File: config.mk
export PLATFORM = sky130hd
export DESIGN_NAME = mips_hazard_sequencer
export DESIGN_NICKNAME = d
export VERILOG_FILES = /design/src/rtl/mips_hazard_sequencer.sv
export SDC_FILE = /design/constraint.sdc
export NUM_CORES = 1
export LEC_CHECK = 0
export ABC_AREA = 1
export CORE_UTILIZATION = 42
export CTS_BUF_LIST = sky130_fd_sc_hd__clkbuf_4 sky130_fd_sc_hd__clkbuf_8 sky130_fd_sc_hd__clkbuf_16
export DETAILED_ROUTE_END_ITERATION = 8
export PLACE_DENSITY = 0.74
export SETUP_SLACK_MARGIN = 0.5
export SYNTH_ARGS = -nofsm -noshare
export SYNTH_HDL_FRONTEND = slang
export SYNTH_SLANG_ARGS = --single-unit
File: constraint.sdc
create_clock -name clk -period 3.04 [get_ports clk]
set_clock_uncertainty 0.2 [all_clocks]
set_input_delay 0.912 -clock clk [delete_from_list [all_inputs] [get_ports clk]]
set_output_delay 0.912 -clock clk [all_outputs]
set_load 0.1 [all_outputs]
File: src/rtl/mips_hazard_sequencer.sv
// Pipeline controller for the 5-stage MIPS datapath: ID decode, hazard stall/redirect,
// EX forwarding selects, boot/run/drain/halt sequencing and saturating perf counters.
module mips_hazard_sequencer #(
    parameter int BOOT_CYCLES  = 2,
    parameter int DRAIN_CYCLES = 3,
    parameter int CNT_W        = 16
) (
    input  logic             clk,
    input  logic             rst,
    input  logic [31:0]      instr_id,
    input  logic             eq_id,
    input  logic [4:0]       ex_rs,
    input  logic [4:0]       ex_rt,
    input  logic [4:0]       ex_dst,
    input  logic [4:0]       mem_dst,
    input  logic [4:0]       wb_dst,
    input  logic             ex_regwrite,
    input  logic             mem_regwrite,
    input  logic             wb_regwrite,
    input  logic             ex_memread,
    input  logic             mem_memread,
    output logic             pc_write,
    output logic             if_id_write,
    output logic             pc_src,
    output logic             if_id_flush,
    output logic             hazard_sel,
    output logic [8:0]       ctrl_word,
    output logic [1:0]       forward_a,
    output logic [1:0]       forward_b,
    output logic [1:0]       state,
    output logic [CNT_W-1:0] cycle_cnt,
    output logic [CNT_W-1:0] stall_cnt,
    output logic [CNT_W-1:0] flush_cnt
);

    typedef enum logic [1:0] {
        S_BOOT   = 2'b00,
        S_RUN    = 2'b01,
        S_DRAIN  = 2'b10,
        S_HALTED = 2'b11
    } state_t;

    localparam int SEQ_MAX = (BOOT_CYCLES > DRAIN_CYCLES) ? BOOT_CYCLES : DRAIN_CYCLES;
    localparam int SEQ_W   = (SEQ_MAX > 1) ? $clog2(SEQ_MAX) : 1;
    localparam logic [SEQ_W-1:0] BOOT_LAST  = SEQ_W'(BOOT_CYCLES - 1);
    localparam logic [SEQ_W-1:0] DRAIN_LAST = SEQ_W'(DRAIN_CYCLES - 1);
    localparam logic [CNT_W-1:0] CNT_ONE    = CNT_W'(1);

    state_t           cur_state, nxt_state;
    logic [SEQ_W-1:0] seq_cnt, seq_nxt;

    logic [5:0] opcode, funct;
    logic [4:0] rs, rt;
    logic       known, uses_rt, is_beq, is_halt;
    logic       load_use, br_hazard, run, stall, taken, halt_go;

    assign opcode = instr_id[31:26];
    assign funct  = instr_id[5:0];
    assign rs     = instr_id[25:21];
    assign rt     = instr_id[20:16];

    always_comb begin
        ctrl_word = '0;
        known     = 1'b0;
        uses_rt   = 1'b0;
        is_beq    = 1'b0;
        is_halt   = 1'b0;
        case (opcode)
            6'b000000: begin
                known        = 1'b1;
                uses_rt      = 1'b1;
                ctrl_word[0] = 1'b1;
                case (funct)
                    6'b100000: ctrl_word[4:2] = 3'b010;
                    6'b100010: ctrl_word[4:2] = 3'b110;
                    6'b100100: ctrl_word[4:2] = 3'b000;
                    6'b100101: ctrl_word[4:2] = 3'b001;
                    6'b101010: ctrl_word[4:2] = 3'b111;
                    default: begin
                        // Unknown funct (including the all-zero nop) behaves as a bubble.
                        known     = 1'b0;
                        uses_rt   = 1'b0;
                        ctrl_word = '0;
                    end
                endcase
            end
            6'b100011: begin
                known     = 1'b1;
                ctrl_word = 9'b1_0_1_1_010_1_1;
            end
            6'b101011: begin
                known     = 1'b1;
                uses_rt   = 1'b1;
                ctrl_word = 9'b0_1_1_0_010_0_0;
            end
            6'b001000: begin
                known     = 1'b1;
                ctrl_word = 9'b0_0_1_1_010_0_1;
            end
            6'b000100: begin
                known   = 1'b1;
                uses_rt = 1'b1;
                is_beq  = 1'b1;
            end
            6'b111111: begin
                known   = 1'b1;
                is_halt = 1'b1;
            end
            default: ;
        endcase
    end

    assign load_use  = known & ex_memread & (ex_dst != 5'd0) &
                       ((ex_dst == rs) | (uses_rt & (ex_dst == rt)));
    assign br_hazard = is_beq &
                       ((ex_regwrite & (ex_dst != 5'd0) & ((ex_dst == rs) | (ex_dst == rt))) |
                        (mem_memread & (mem_dst != 5'd0) & ((mem_dst == rs) | (mem_dst == rt))));

    assign run     = (cur_state == S_RUN);
    assign stall   = run & (load_use | br_hazard);
    assign taken   = run & is_beq & eq_id & ~stall;
    assign halt_go = run & is_halt & ~stall;

    // The halt cycle freezes fetch so nothing younger than halt enters the pipe.
    always_comb begin
        pc_write    = run & ~stall & ~halt_go;
        if_id_write = run & ~stall & ~halt_go;
        hazard_sel  = run & ~stall & ~halt_go;
        pc_src      = taken;
        if_id_flush = taken;
    end

    function automatic logic [1:0] fwd_sel(input logic [4:0] src);
        if (mem_regwrite && (mem_dst != 5'd0) && (mem_dst == src))
            return 2'b01;
        else if (wb_regwrite && (wb_dst != 5'd0) && (wb_dst == src))
            return 2'b10;
        else
            return 2'b00;
    endfunction

    assign forward_a = fwd_sel(ex_rs);
    assign forward_b = fwd_sel(ex_rt);

    always_ff @(posedge clk or posedge rst) begin
        if (rst) begin
            cur_state <= S_BOOT;
            seq_cnt   <= '0;
        end else begin
            cur_state <= nxt_state;
            seq_cnt   <= seq_nxt;
        end
    end

    always_comb begin
        nxt_state = cur_state;
        seq_nxt   = seq_cnt;
        case (cur_state)
            S_BOOT: begin
                if (seq_cnt == BOOT_LAST) begin
                    nxt_state = S_RUN;
                    seq_nxt   = '0;
                end else begin
                    seq_nxt = seq_cnt + 1'b1;
                end
            end
            S_RUN: begin
                if (halt_go) begin
                    nxt_state = S_DRAIN;
                    seq_nxt   = '0;
                end
            end
            S_DRAIN: begin
                if (seq_cnt == DRAIN_LAST) begin
                    nxt_state = S_HALTED;
                    seq_nxt   = '0;
                end else begin
                    seq_nxt = seq_cnt + 1'b1;
                end
            end
            default: ;
        endcase
    end

    assign state = cur_state;

    always_ff @(posedge clk or posedge rst) begin
        if (rst) begin
            cycle_cnt <= '0;
            stall_cnt <= '0;
            flush_cnt <= '0;
        end else begin
            if ((cur_state == S_RUN || cur_state == S_DRAIN) && cycle_cnt != '1)
                cycle_cnt <= cycle_cnt + CNT_ONE;
            if (stall && stall_cnt != '1)
                stall_cnt <= stall_cnt + CNT_ONE;
            if (taken && flush_cnt != '1)
                flush_cnt <= flush_cnt + CNT_ONE;
        end
    end

endmodule

==> impl_metrics.tcl <==
set metrics [dict create \
    outcome "finished, violations left" \
    failed_checks "setup timing" \
    grt_pass1_vias 3901 \
    min_path_type "flip-flop to flip-flop" \
    placedInstanceArea_um2 5780 \
    cts_buffer_depth 2 \
    clock-sinks 52 \
    yosysUniqueCellTypes 32 \
    final_cell_mix "128 x nand2_1, 85 x buf_4, 45 x inv_1" \
    first_pass_iters 4 \
    worstPathMaxFanout 3 \
    path_class "input port to output port" \
    slowest_delay_ps 420 \
    grt_max_degree 53 \
    r2r_cells 11 \
    worstSkewPairLatency_ps 300 \
    cap_violations 0 \
    finalWirelength_um 10700 \
    htreeDepth 2 \
    power_mw 2.92 \
    area_delta_synth_final_pct 63.6 \
    dp_hpwl_um 7970 \
    synth_area_per_cell_um2 7.36 \
    die_width_um 97.5 \
    wl_per_cell_um 13.3 \
    worstPathArrival_ps 2190 \
    yosysTopAreaCellShare_pct 34.0 \
    whs_ps 319 \
    core_um2 8760 \
    hold_viol_final 0 \
    fmax_mhz 303 \
    syn_nets 592 \
    ys_ff_latch 52 \
    overflow 0 \
    final_core_util_pct 71.4 \
    min_period_ps 3300 \
    setup_viol 15 \
    grt_use_total_pct 22.9 \
    drt_iter0_drc 126 \
    start_util_pct 43.7 \
    slew_headroom_pct 68.2 \
    synthesis.area_um2 3830 \
    final_cell_area_um2 6260 \
    via_count 3926 \
    port_buffers 122 \
    crit_top_cell "nand2_1" \
    crit_path_top_delay_cell "clkdlybuf4s50_1" \
    yosys.area.top_type "dfrtp_1" \
    hold_depth 1 \
    placed_cells 778 \
    rsz0062_at_grt "yes" \
    io_pins 133 \
    antenna_cells 0 \
    drc_errors 0 \
    startpoint_type "input port" \
    antenna_found_initial 0 \
    ir_drop_mv 0.613 \
    setup_ws_ps -259 \
    dieArea_um2 9500 \
    p_leak_nw 3.11 \
    route.detailed.vias_per_inst 4.90 \
    ant_nets 0 \
    yosysWarnings 0 \
    worstMarginPinSlew_ps 472 \
    syn_inst 520 \
    layout_commonest_cell "nand2_1" \
    power_density_nw_per_um2 466 \
    rows 34 \
    cts_tree "yes" \
    clk_pin_slew_ps 100 \
    grt_pass1_wl_um 18100 \
    die_h_um 97.5 \
    drv_slew 0 \
    cp-end-kind "output port" \
    drive_gt1_share_pct 40.2 \
    netlist_top_cells_area "dfrtp_1 34%, nand2_1 14%, xor2_1 10%, xnor2_1 7.6%, inv_1 5.6%" \
    required_ps 1930 \
    place_congestion 0.928 \
    min_period_over_period_pct 109 \
    path_cells "clkdlybuf4s50_1, nand2_1, inv_1, nand2_1, nand2_1, nand2_2, nand3_4, nor2_4, buf_12" \
    numCtsBuffers 5 \
    cts-root-buf "clkbuf_8" \
    stdcell_count 802 \
    nets 765 \
    dp_slack_ps -716 \
    ys_seq_area_share_pct 34.0 \
    setup_tns_ps -2240 \
]
-- registers in the layout, indices dropped and copies added (netlist names) --
name and flops:
state 2, seq_cnt 2, stall_cnt 16, flush_cnt 16, cycle_cnt 16
-- power breakdown --
part	total, mW	internal (mW)	switching [mW]
sequential	0.880	0.780	0.0993
clock	0.418	0.185	0.233
combinational	1.62	0.475	1.15
total	2.92	1.44	1.48
-- cell families after synthesis --
family          count (synthesis)  synth area share [%]
buf+inv                        79                  9.06
flops                          52                  34.0
compound gates                 23                  3.17
simple gates                  281                  33.6
fa+ha+maj                       7                  2.29
xor+xnor                       78                  17.8
-- timing repair --
item | CTS | global route
hold endpoints to repair | 0 | 0
pin swaps | 59 | 31
gates resized for setup | 241 | 48
setup buffers | 10 | 4
endpoints found under the setup margin | 54 | 52
cloned | 2 | 0
hold buffers | 0 | 0
-- final timing paths --
kind	startpoint	end	slack [ps]
max	ex_regwrite	if_id_write	-260
max in group asynchronous	rst	state[0]	1620
min reg2reg	cycle_cnt[11]	cycle_cnt[11]	320
min in group asynchronous	rst	flush_cnt[14]	770
min	cycle_cnt[11]	cycle_cnt[11]	320
max reg2reg	flush_cnt[0]	flush_cnt[1]	670
-- cell type report --
type | count | area, um^2
multi-input cells | 389 | 2620
inverters | 64 | 274
clock inverters | 2 | 15.0
flip-flops and latches | 52 | 1310
fillers | 657 | 2500
clock buffers | 6 | 82.6
repair buffers | 181 | 1820
well taps | 108 | 135
-- routing by layer --
layer / GRT usage (%) / routed length [um] / vias up
met5: 0 / 0 / -
met3: 3.17 / 393 / 14
met4: 6.11 / 189 / 0
met2: 41.4 / 5650 / 93
met1: 28.5 / 4430 / 1837
li1: - / - / 1982
-- Yosys cell counts, drive strengths merged --
master and count:
nor3 16, nand4 15, nand3 41, nand3b 2, or2 1, xnor2 33
buf 15, xor2 45, nand2 147, inv 63, nor4 8, dfrtp 52
nor3b 1, a21oi 2, nor2 48, and3 1, o21ai 20, a21boi 1
ha 7, clkinv 1, or4 1
-- critical path: cells and delay by family --
kind / cells / cell delay (ps)
buf+inv: 3 / 670
simple gates: 6 / 600
Power figures use the tool's default switching activity.
